<file path="src/rtl/riscv_pkg.sv">
// Shared RISC-V decode types: base opcodes, immediate formats and default widths.
// Pure declarations, no logic.
package riscv_pkg;

   localparam int DEF_INST_WIDTH = 32;
   localparam int DEF_DATA_WIDTH = 32;

   typedef enum logic [6:0] {
      LOAD   = 7'b0000011,
      OP_IMM = 7'b0010011,
      AUIPC  = 7'b0010111,
      STORE  = 7'b0100011,
      OP     = 7'b0110011,
      LUI    = 7'b0110111,
      BRANCH = 7'b1100011,
      JALR   = 7'b1100111,
      JAL    = 7'b1101111,
      SYSTEM = 7'b1110011
   } opcode_t;

   typedef enum logic [2:0] {
      FMT_R = 3'd0,
      FMT_I = 3'd1,
      FMT_S = 3'd2,
      FMT_B = 3'd3,
      FMT_U = 3'd4,
      FMT_J = 3'd5
   } imm_fmt_t;

endpackage

</file>
<file path="src/rtl/imm_decode.sv">
// Combinational opcode -> immediate format/value extraction, sign-extended to RISC_V_DATA_WIDTH.
// Zero latency, no handshake; reusable by the main decoder.
module imm_decode
   import riscv_pkg::*;
#(
   parameter int RISC_V_DATA_WIDTH = DEF_DATA_WIDTH
) (
   input  logic [31:0]                  inst,
   output logic [RISC_V_DATA_WIDTH-1:0] offset,
   output imm_fmt_t                     fmt,
   output logic                         illegal
);

   logic signed [31:0] imm;

   always_comb begin
      imm     = '0;
      fmt     = FMT_R;
      illegal = 1'b0;
      case (opcode_t'(inst[6:0]))
         LOAD, OP_IMM, JALR, SYSTEM: begin
            fmt = FMT_I;
            imm = {{20{inst[31]}}, inst[31:20]};
         end
         STORE: begin
            fmt = FMT_S;
            imm = {{20{inst[31]}}, inst[31:25], inst[11:7]};
         end
         BRANCH: begin
            fmt = FMT_B;
            imm = {{19{inst[31]}}, inst[31], inst[7], inst[30:25], inst[11:8], 1'b0};
         end
         LUI, AUIPC: begin
            fmt = FMT_U;
            imm = {inst[31:12], 12'b0};
         end
         JAL: begin
            fmt = FMT_J;
            imm = {{11{inst[31]}}, inst[31], inst[19:12], inst[20], inst[30:21], 1'b0};
         end
         OP: begin
            fmt = FMT_R;
         end
         default: begin
            illegal = 1'b1;
         end
      endcase
   end

   // imm is signed, so widening to 64 bits replicates bit 31
   assign offset = RISC_V_DATA_WIDTH'(imm);

endmodule

</file>
<file path="src/rtl/imm_gen_pipe.sv">
// Immediate generator behind a valid/ready handshake: output register plus optional skid entry.
// 1-cycle latency into an empty output; back-pressure stalls without drop/duplicate (in_ready registered when SKID_DEPTH=1).
module imm_gen_pipe
   import riscv_pkg::*;
#(
   parameter int INST_WIDTH        = DEF_INST_WIDTH,
   parameter int RISC_V_DATA_WIDTH = DEF_DATA_WIDTH,
   parameter int SKID_DEPTH        = 1
) (
   input  logic                         clk,
   input  logic                         rst_n,
   input  logic                         in_valid,
   output logic                         in_ready,
   input  logic [INST_WIDTH-1:0]        instruction,
   output logic                         out_valid,
   input  logic                         out_ready,
   output logic [RISC_V_DATA_WIDTH-1:0] offset,
   output imm_fmt_t                     fmt,
   output logic                         illegal
);

   if (INST_WIDTH != 32) begin : g_chk_inst_width
      $error("imm_gen_pipe: INST_WIDTH must be 32");
   end
   if (RISC_V_DATA_WIDTH != 32 && RISC_V_DATA_WIDTH != 64) begin : g_chk_data_width
      $error("imm_gen_pipe: RISC_V_DATA_WIDTH must be 32 or 64");
   end
   if (SKID_DEPTH != 0 && SKID_DEPTH != 1) begin : g_chk_skid_depth
      $error("imm_gen_pipe: SKID_DEPTH must be 0 or 1");
   end

   localparam bit HAS_SKID = (SKID_DEPTH != 0);

   logic [RISC_V_DATA_WIDTH-1:0] dec_offset;
   imm_fmt_t                     dec_fmt;
   logic                         dec_illegal;

   logic                         out_vld_q, out_vld_d;
   logic [RISC_V_DATA_WIDTH-1:0] out_off_q, out_off_d;
   imm_fmt_t                     out_fmt_q, out_fmt_d;
   logic                         out_ill_q, out_ill_d;

   logic                         skid_vld_q, skid_vld_d;
   logic [RISC_V_DATA_WIDTH-1:0] skid_off_q, skid_off_d;
   imm_fmt_t                     skid_fmt_q, skid_fmt_d;
   logic                         skid_ill_q, skid_ill_d;

   // Held low for the first cycle after reset so the block never accepts during reset recovery
   logic                         rdy_q, rdy_d;

   logic                         in_fire;
   logic                         out_fire;

   imm_decode #(
      .RISC_V_DATA_WIDTH(RISC_V_DATA_WIDTH)
   ) u_imm_decode (
      .inst   (instruction[31:0]),
      .offset (dec_offset),
      .fmt    (dec_fmt),
      .illegal(dec_illegal)
   );

   assign in_ready = rdy_q && (HAS_SKID ? !skid_vld_q : (!out_vld_q || out_ready));
   assign in_fire  = in_valid && in_ready;
   assign out_fire = out_vld_q && out_ready;

   always_comb begin
      out_vld_d  = out_vld_q;
      out_off_d  = out_off_q;
      out_fmt_d  = out_fmt_q;
      out_ill_d  = out_ill_q;
      skid_vld_d = skid_vld_q;
      skid_off_d = skid_off_q;
      skid_fmt_d = skid_fmt_q;
      skid_ill_d = skid_ill_q;
      rdy_d      = 1'b1;

      if (!out_vld_q || out_fire) begin
         // Output slot frees up: older skid entry has priority over the new input
         if (skid_vld_q) begin
            out_vld_d  = 1'b1;
            out_off_d  = skid_off_q;
            out_fmt_d  = skid_fmt_q;
            out_ill_d  = skid_ill_q;
            skid_vld_d = in_fire;
            if (in_fire) begin
               skid_off_d = dec_offset;
               skid_fmt_d = dec_fmt;
               skid_ill_d = dec_illegal;
            end
         end else if (in_fire) begin
            out_vld_d = 1'b1;
            out_off_d = dec_offset;
            out_fmt_d = dec_fmt;
            out_ill_d = dec_illegal;
         end else begin
            out_vld_d = 1'b0;
         end
      end else if (in_fire && HAS_SKID) begin
         skid_vld_d = 1'b1;
         skid_off_d = dec_offset;
         skid_fmt_d = dec_fmt;
         skid_ill_d = dec_illegal;
      end
   end

   always_ff @(posedge clk) begin
      if (!rst_n) begin
         out_vld_q  <= 1'b0;
         out_off_q  <= '0;
         out_fmt_q  <= FMT_R;
         out_ill_q  <= 1'b0;
         skid_vld_q <= 1'b0;
         skid_off_q <= '0;
         skid_fmt_q <= FMT_R;
         skid_ill_q <= 1'b0;
         rdy_q      <= 1'b0;
      end else begin
         out_vld_q  <= out_vld_d;
         out_off_q  <= out_off_d;
         out_fmt_q  <= out_fmt_d;
         out_ill_q  <= out_ill_d;
         skid_vld_q <= skid_vld_d;
         skid_off_q <= skid_off_d;
         skid_fmt_q <= skid_fmt_d;
         skid_ill_q <= skid_ill_d;
         rdy_q      <= rdy_d;
      end
   end

   assign out_valid = out_vld_q;
   assign offset    = out_off_q;
   assign fmt       = out_fmt_q;
   assign illegal   = out_ill_q;

endmodule

</file>
<file path="config.mk">
export PLATFORM = sky130hd
export DESIGN_NAME = imm_gen_pipe
export DESIGN_NICKNAME = d
export VERILOG_FILES = /design/src/rtl/riscv_pkg.sv /design/src/rtl/imm_decode.sv /design/src/rtl/imm_gen_pipe.sv
export SDC_FILE = /design/constraint.sdc
export NUM_CORES = 1
export LEC_CHECK = 0
export ABC_AREA = 0
export CORE_ASPECT_RATIO = 1.25
export CORE_MARGIN = 10
export CORE_UTILIZATION = 40
export DETAILED_ROUTE_END_ITERATION = 6
export MAX_ROUTING_LAYER = met4
export PLACE_DENSITY = 0.65
export SLEW_MARGIN = 20
export SYNTH_ARGS = -nofsm -noshare
export SYNTH_HDL_FRONTEND = slang
export SYNTH_SLANG_ARGS = --single-unit
</file>
<file path="constraint.sdc">
create_clock -name clk -period 2.1 [get_ports clk]
set_input_delay 0.42 -clock clk [delete_from_list [all_inputs] [get_ports clk]]
set_output_delay 0.42 -clock clk [all_outputs]
set_load 0.01 [all_outputs]
</file>
==> impl_metrics.toml, run 1 <==
[logic_synthesis]
synth_fp_nets = 429
avgSynthCellArea_um2 = 8.77
post-synth-top-count-cell = "dfxtp_1"
synth_cells = 393
synth_area_leader_cell = "dfxtp_1"
synth.ff_latch_count = 75
synthesis.yosys.warnings = 0
synth.area.top_cells = "dfxtp_1 44%, o21ai_0 6.8%, a21oi_1 5.1%"
synth_edf_count = 0
synth_top_area_frac = 0.435
synthesis.area_um2 = 3450
synth_sequential_area_ratio = 0.435
ys.flop_type = "dfxtp_1"
async_flop_share = 0
most_common_library_cells_after_synthesis = "75 x dfxtp_1, 47 x o21ai_0, 42 x nand2_1"
number_of_distinct_standard_cells_referenced_by_the_synthesized_netlist = 53

[clock_tree]
cts_root_buf = "clkbuf_8"
number_of_buffers_inserted_during_clock_tree_synthesis = 9
clkLatencyLatePin_ns = 0.36
numClockSinks = 75
clock_path_buffers = 2
clk_pin_slew_worst_paths_ns = 0.08
htree_levels = 3
cts-hold-fix-buffers = 0
cts_tree = "built"

[placed_design]
worst_setup_slack_after_placement_ns = -0.338
place.gp.congestion = 0.833
numPortBuffers = 73
hpwlAfterDp_um = 7450
postPlaceCellArea_um2 = 4480

[critical_path]
timing.critical_path.cells = "clkdlybuf4s50_1 > buf_4 > or3b_4 > a21oi_2 > nand2_1 > a311oi_1"
worstSetupPathType = "input pin to flop"
max_stage_delay_ns = 0.61
timing.critical_path.to_type = "flop"
critical-path-top-delay-family = "buffers and inverters"
cp.required_ns = 2.37
critPathBufInv = 2
worst_path_max_delay_cell = "clkdlybuf4s50_1"
maximum_fanout_along_the_worst_path = 6
setup.worst_path.start_class = "input pin"
worst_ep_arrival_time_ns = 2.27

[sta]
drv_slew = 0
min_period_ns = 2.00
hold_viol = 0
worst_slew_pin_slew_ns = 0.487
finalSetupTns_ns = 0
timing.fmax_mhz = 501
timing.max_slew.rel_slack = 0.675
final_min_period_over_clock_period = 0.951
clk_skew_ns = 0.0113
setup_viol = 0
postLayoutSetupSlackWorst_ns = 0.102
grt_setup_unrepaired = "false"

[detailed_routing]
firstDrtPassIters = 5
dr.max_layer_used = "met4"
detail_route.wl_per_cell_um = 18.4
postRouteWirelength_um = 10800
met2WireLength_um = 5330
detail_route.drc_violations = 0
wirelength_met1_um = 4770
drt-initial-drc-count = 215
detailed_routed_wire_length_on_met3_um = 528
post_drt_via_cell_ratio = 5.85
postRouteAntennaNets = 0
num_vias = 3435

[finish]
fin_nets = 521
antenna-diode-count = 0
drive_gt1_frac = 0.176
finalCoreUtilization = 0.573
area_growth_syn_to_layout_pct = 38.6
finish.instance_area_um2 = 4780

[global_route]
number_of_antenna_violations_at_the_first_check_in_global_routing = 0
largest_net_degree_at_the_start_of_global_routing = 44
grt_pass1_wl_um = 17200
first_global_vias = 3416
grt_overflow_total = 0
gr-usage-all-layers = 0.172

[die]
pin_count = 74
row_count = 37
coreArea_um2 = 8330
chipHeight_um = 124
width_of_the_chip_um = 103
die-area_um2 = 12800
start_util = 0.414

[power]
power_density_nw_per_um2 = 701
vdd_ir_drop_max_uv = 352
power.leakage_nw = 1.61

[status]
result_of_the_run = "finished, final reports clean"

[job]
maxCapViolCount = 0

[hold_path]
timing.hold.worst.class = "flop to flop"
cells in the final DEF (no fill, tap or decap), drive strengths merged, types with 3 or more instances in the layout:
cell	n
nor3b	5
nor3	5
nor2	9
o21ai	50
a31oi	14
clkinvlp	3
o211ai	19
clkbuf	10
a311oi	8
a21oi	47
nand2	42
nand2b	4
a21boi	3
dfxtp	75
a32oi	6
nand3	6
o221ai	4
clkdlybuf4s50	72
buf	42
nor2b	9
bufinv	3
nand3b	21
a211oi	4
worst min-delay path, stage by stage, from the launching register on:
cell and delay [ns]:
dfxtp_1 0.32, nand2_1 0.05, a21oi_1 0.05
what timing repair did:
action / 4_1_cts / 5_1_grt
gates resized for setup: 0 / 3
buffers inserted: 0 / 2
setup endpoints to repair: 0 / 27
cell type report:
| class | count | area, um2 |
|---|---|---|
| fill | 756 | 3550 |
| multi-input combinational | 281 | 1810 |
| sequential | 75 | 1500 |
| timing repair buffer | 115 | 1090 |
| clock buffer | 10 | 138 |
| tap | 97 | 121 |
| clock inverter | 6 | 113 |
| inverter | 3 | 11.3 |
layer usage:
layer / vias up / global-route usage
met5: - / -
met4: 0 / 0.0679
met3: 16 / 0.0310
met2: 88 / 0.285
met1: 1684 / 0.202
li1: 1647 / -
metrics by stage:
stage	total power [mW]	instances	hold slack (ns)
finish	3.35	587	0.455
global placement	1.98	568	0.440
detailed placement	1.99	568	0.447
CTS	3.36	584	0.458
global route	3.46	587	0.479
floorplan	1.73	393	0.432
registers in the layout (all words and copies together) (netlist names):
| signal | flops |
|---|---|
| fmt | 3 |
| skid_fmt_q | 3 |
| skid_vld_q | 1 |
| skid_off_q | 32 |
| rdy_q | 1 |
| skid_ill_q | 1 |
| illegal | 1 |
| offset | 32 |
| out_valid | 1 |
where the power goes:
part	total (mW)	internal (mW)	switching (mW)
sequential	1.50	1.47	0.0288
clock	1.38	0.821	0.561
combinational	0.465	0.244	0.221
worst paths after layout:
path | slack, ns | startpoint | depth (start not counted) | endpoint
setup / recovery | 0.10 | instruction[4] | 6 | offset[16]
setup reg to reg | 0.33 | skid_vld_q | 6 | offset[19]
hold reg to reg | 0.46 | skid_off_q[6] | 2 | skid_off_q[6]
hold / removal | 0.46 | skid_off_q[6] | 2 | skid_off_q[6]
kinds of logic (layout without fill, tap and decap cells):
kind of cell,Yosys count,after routing,synth area share
compound gates,161,162,0.303
simple gates,116,116,0.202
flops,75,75,0.435
buf+inv,38,134,0.0515
mux,2,2,0.00581
xor+xnor,1,1,0.00254
(Power assumes the default switching activity.)
==> run 2: changes to the inputs <==
- CORE_UTILIZATION: 40 -> 24
- PLACE_DENSITY: 0.65 -> not set
==> run 2 against run 1 <==
Power grew 4.7%. Clock skew shrank 0.0027 ns. Hold slack lost 0.0053 ns. Flip-flop and latch count is the same. Sequential share of layout area shrank 0.94 points. First-iteration DRC count grew 21%. Via count shrank 2.5%. Global-route usage shrank 5.7 points. Clock-buffer cell count shrank 1. Cell count grew 13%. Die area grew 54%. Core utilization shrank 22 points. Critical path type is now flop to output port. Critical endpoint is now in_ready. Largest cell class unchanged. Largest power group is now clock.
==> impl_metrics.toml, run 2 (synthesis results as in run 1) <==
[global_route]
number_of_antenna_violations_at_the_first_check_in_global_routing = 0
first_global_vias = 3316
grt_pass1_wl_um = 18100
gr-usage-all-layers = 0.115
largest_net_degree_at_the_start_of_global_routing = 47
grt_overflow_total = 0

[sta]
drv_slew = 0
setup_viol = 0
timing.fmax_mhz = 488
final_min_period_over_clock_period = 0.976
hold_viol = 0
clk_skew_ns = 0.00858
min_period_ns = 2.05
grt_setup_unrepaired = "false"
finalSetupTns_ns = 0
worst_slew_pin_slew_ns = 0.716
timing.max_slew.rel_slack = 0.522

[critical_path]
critical-path-top-delay-family = "buffers and inverters"
worst_ep_arrival_time_ns = 1.63
timing.critical_path.to_type = "output port"
critPathBufInv = 2
worst_path_max_delay_cell = "clkdlybuf4s50_1"
timing.critical_path.cells = "buf_4 > nor2b_1 > clkdlybuf4s50_1"
cp.required_ns = 1.68
worstSetupPathType = "flop to output port"
maximum_fanout_along_the_worst_path = 9
max_stage_delay_ns = 0.60
setup.worst_path.start_class = "flop"

[detailed_routing]
postRouteWirelength_um = 11400
num_vias = 3348
detail_route.drc_violations = 0
firstDrtPassIters = 7
drt-initial-drc-count = 260
post_drt_via_cell_ratio = 5.07
detail_route.wl_per_cell_um = 17.2
postRouteAntennaNets = 0

[power]
vdd_ir_drop_max_uv = 421
power_density_nw_per_um2 = 712
power_mw = 3.51
power.leakage_nw = 1.62

[finish]
filler_cell_count = 1459
antenna-diode-count = 0
final_cell_mix = "75 x dfxtp_1, 73 x clkdlybuf4s50_1, 47 x o21ai_0"
finish.instance_area_um2 = 4930
fin_nets = 517
drive_gt1_frac = 0.171
mostFrequentLayoutCell = "dfxtp_1"
finalCoreUtilization = 0.354
post_layout_nonfiller_instances = 661
area_growth_syn_to_layout_pct = 42.9

[die]
width_of_the_chip_um = 127
pin_count = 74
row_count = 48
chipHeight_um = 154
start_util = 0.247
die-area_um2 = 19600
coreArea_um2 = 13900

[placed_design]
hpwlAfterDp_um = 8030
numPortBuffers = 73
dp_cells = 644
postPlaceCellArea_um2 = 4590
place.gp.congestion = 0.919

[clock_tree]
clkLatencyLatePin_ns = 0.32
htree_levels = 3
cts-hold-fix-buffers = 0
cts_tree = "built"
numClockSinks = 75
cts_root_buf = "clkbuf_16"
clock_path_buffers = 2
number_of_buffers_inserted_during_clock_tree_synthesis = 9
clk_pin_slew_worst_paths_ns = 0.06

[job]
maxCapViolCount = 0

[status]
result_of_the_run = "finished, final reports clean"

[hold_path]
timing.hold.worst.class = "flop to flop"
-- run 2: changes by cell type in the layout (fill, tap and decap cells not counted), sizes merged --
cell	before	now
clkbuf	10	9
bufinv	3	1
inv	2	3
clkinvlp	3	2
clkinv	1	4
clkdlybuf4s50	72	73
a21oi	47	46
buf	42	39
dlymetal6s2s	1	0
-- run 2: layout make-up --
| type | count | area, um2 | area share |
|---|---|---|---|
| tap | 175 | 219 | 0.0445 |
| timing repair buffer | 112 | 1100 | 0.223 |
| multi-input combinational | 280 | 1790 | 0.364 |
| clock inverter | 7 | 76.3 | 0.0155 |
| sequential | 75 | 1500 | 0.305 |
| inverter | 3 | 11.3 | 0.00229 |
| clock buffer | 9 | 225 | 0.0457 |
-- run 2: repair_timing --
item                                    4_1_cts  5_1_grt
resized for setup                             0        2
endpoints found under the setup margin        0       16
buffers inserted                              0        1
-- run 2: stage by stage --
step / setup slack, ns / hold slack (ns)
after floorplan: 0.481 / 0.432
after global placement: -0.203 / 0.439
after detailed placement: -0.283 / 0.445
after CTS: 0.0579 / 0.452
after global routing: 0.0111 / 0.464
final: 0.0504 / 0.450
-- run 2: path summary, 6_finish.rpt --
check | startpoint | endpoint | slack [ns] | cells past startpoint
worst max register to register | skid_vld_q | offset[2] | 0.23 | 6
worst max-delay path | skid_vld_q | in_ready | 0.05 | 3
worst min-delay path | skid_off_q[9] | skid_off_q[9] | 0.45 | 2
worst min register to register | skid_off_q[9] | skid_off_q[9] | 0.45 | 2
-- run 2: worst register-to-register path, cell delays in order (launching register included) --
cell and delay, ns:
dfxtp_1 0.35, buf_4 0.38, a21oi_1 0.13, nor2_2 0.40, buf_12 0.25, o221ai_1 0.16, a21oi_1 0.13
-- run 2: report_power, final --
group	internal (mW)	leakage [nW]	switching, mW	total, mW
sequential	1.48	0.611	0.0293	1.51
clock	0.926	0.142	0.612	1.54
combinational	0.241	0.866	0.223	0.464
total	2.64	1.62	0.864	3.51
-- run 2: metal layers --
metal,GRT usage,vias up,wire (um)
li1,-,1639,-
met2,0.188,96,5590
met1,0.142,1598,5210
met3,0.0189,15,396
met4,0.0310,0,155
met5,-,-,0
==> run 3: changes to the inputs <==
- CORE_MARGIN: 10 -> not set
- CTS_CLUSTER_SIZE: not set -> 30
==> run 3 against run 2 <==
Clock-buffer cell count rose by 1. Flip-flop and latch count stayed put. Wire length shrank 5.9%. Non-clock buffer count unchanged. Critical path depth up 2. Cell count is 0.15% lower. Power shrank 4.0%. Cell area decreased by 1.2%. Combinational power is 2% lower. Setup slack gained 0.072 ns. Clock skew is 0.0018 ns lower.
==> impl_metrics.toml, run 3 (synthesis results as in run 1) <==
[die]
chipHeight_um = 136
pin_count = 74
width_of_the_chip_um = 109
coreArea_um2 = 13900
row_count = 48
start_util = 0.247
die-area_um2 = 14900

[finish]
mostFrequentLayoutCell = "dfxtp_1"
final_cell_mix = "75 x dfxtp_1, 73 x clkdlybuf4s50_1, 47 x o21ai_0"
finish.instance_area_um2 = 4870
post_layout_nonfiller_instances = 660
drive_gt1_frac = 0.167
seq_area_um2 = 1500
antenna-diode-count = 0
fin_nets = 517
area_growth_syn_to_layout_pct = 41.2
filler_cell_count = 1429
finalCoreUtilization = 0.349
area_of_combinational_cells_with_multiple_inputs_um2 = 1780

[detailed_routing]
detail_route.drc_violations = 0
detail_route.wl_per_cell_um = 16.2
drt-initial-drc-count = 224
post_drt_via_cell_ratio = 5.15
firstDrtPassIters = 4
postRouteAntennaNets = 0
postRouteWirelength_um = 10700
num_vias = 3398

[critical_path]
r2r_cells = 6
critical-path-top-delay-family = "compound AO/OA/AOI/OAI gates"
timing.critical_path.cells = "clkdlybuf4s50_1 > nand2_1 > nor3b_2 > o21ai_2 > a311oi_1"
worstSetupPathDepth = 5
timing.rr.end = "illegal"
setup.worst_path.start = "instruction[5]"
timing.rr.start = "skid_vld_q"
max_stage_delay_ns = 0.62
timing.critical_path.to_type = "flop"
cp.required_ns = 2.26
worstSetupPathType = "input pin to flop"
worst_ep_arrival_time_ns = 2.14
critPathBufInv = 1
maximum_fanout_along_the_worst_path = 16
crit_path_end = "offset[13]"
worst_path_max_delay_cell = "clkdlybuf4s50_1"
ff2ff_setup_slack_ns = 0.27
setup.worst_path.start_class = "input pin"

[placed_design]
dp_cells = 644
postPlaceCellArea_um2 = 4580
worst_setup_slack_after_placement_ns = -0.255
place.gp.congestion = 0.846
numPortBuffers = 73
hpwlAfterDp_um = 7330

[clock_tree]
clock_path_buffers = 2
clk_pin_slew_worst_paths_ns = 0.06
numClockSinks = 75
cts_root_buf = "clkbuf_16"
htree_levels = 3
cts_tree = "built"
clkLatencyLatePin_ns = 0.33
number_of_buffers_inserted_during_clock_tree_synthesis = 9
post_cts_resize_count = 0

[sta]
hold-worst-slack_ns = 0.453
finalSetupTns_ns = 0
drv_slew = 0
grt_setup_unrepaired = "false"
clk_skew_ns = 0.00679
worst_slew_pin_slew_ns = 0.735
timing.max_slew.rel_slack = 0.510
final_min_period_over_clock_period = 0.942
setup_viol = 0
timing.fmax_mhz = 506
hold_viol = 0
min_period_ns = 1.98
postLayoutSetupSlackWorst_ns = 0.123

[power]
power_density_nw_per_um2 = 692
vdd_ir_drop_max_uv = 303
power_mw = 3.37
power.leakage_nw = 1.60

[global_route]
grt_overflow_total = 0
first_global_vias = 3457
number_of_antenna_violations_at_the_first_check_in_global_routing = 0
gr-usage-all-layers = 0.157
grt_pass1_wl_um = 17500
largest_net_degree_at_the_start_of_global_routing = 61

[job]
maxCapViolCount = 0

[status]
result_of_the_run = "finished, final reports clean"

[hold_path]
timing.hold.worst.class = "flop to flop"
run 3: cell count changes in the layout (fill, tap and decap cells not counted), sizes merged:
cell	change
inv	-1
clkbuf	+1
bufinv	-1
run 3: what timing repair did:
action / CTS / global route
endpoints found under the setup margin: 0 / 1
buffers inserted: 0 / 1
hold buffers: 0 / 0
run 3: worst min-delay path, cell delays in order (launching register included):
cell and delay [ns]:
dfxtp_1 0.31, nand2_1 0.05, a21oi_1 0.05
run 3: worst min-delay path by stage:
| stage | start | to | depth (start not counted) |
|---|---|---|---|
| finish | skid_off_q[10] | skid_off_q[10] | 2 |
| global route | skid_off_q[9] | skid_off_q[9] | 2 |
| CTS | skid_off_q[9] | skid_off_q[9] | 2 |
| detailed placement | skid_off_q[10] | skid_off_q[10] | 2 |
| global placement | skid_off_q[5] | skid_off_q[5] | 2 |
| floorplan | skid_off_q[10] | skid_off_q[10] | 2 |
run 3: cell type report:
class                      count  area share
clock inverter                 5     0.00617
multi-input combinational    280       0.366
inverter                       3     0.00231
clock buffer                  10      0.0491
timing repair buffer         112       0.223
sequential                    75       0.308
tap                          175      0.0450
run 3: report_power, final:
group | total, mW | internal (mW) | switching [mW]
logic | 0.456 | 0.238 | 0.218
clock network | 1.40 | 0.819 | 0.586
registers | 1.51 | 1.48 | 0.0296
total | 3.37 | 2.53 | 0.834
run 3: routing by layer:
layer / vias up / share of wire / GRT usage
li1: 1641 / - / -
met1: 1611 / 0.43 / 0.182
met2: 125 / 0.49 / 0.256
met3: 21 / 0.052 / 0.0297
met4: 0 / 0.029 / 0.0793
met5: - / 0 / -
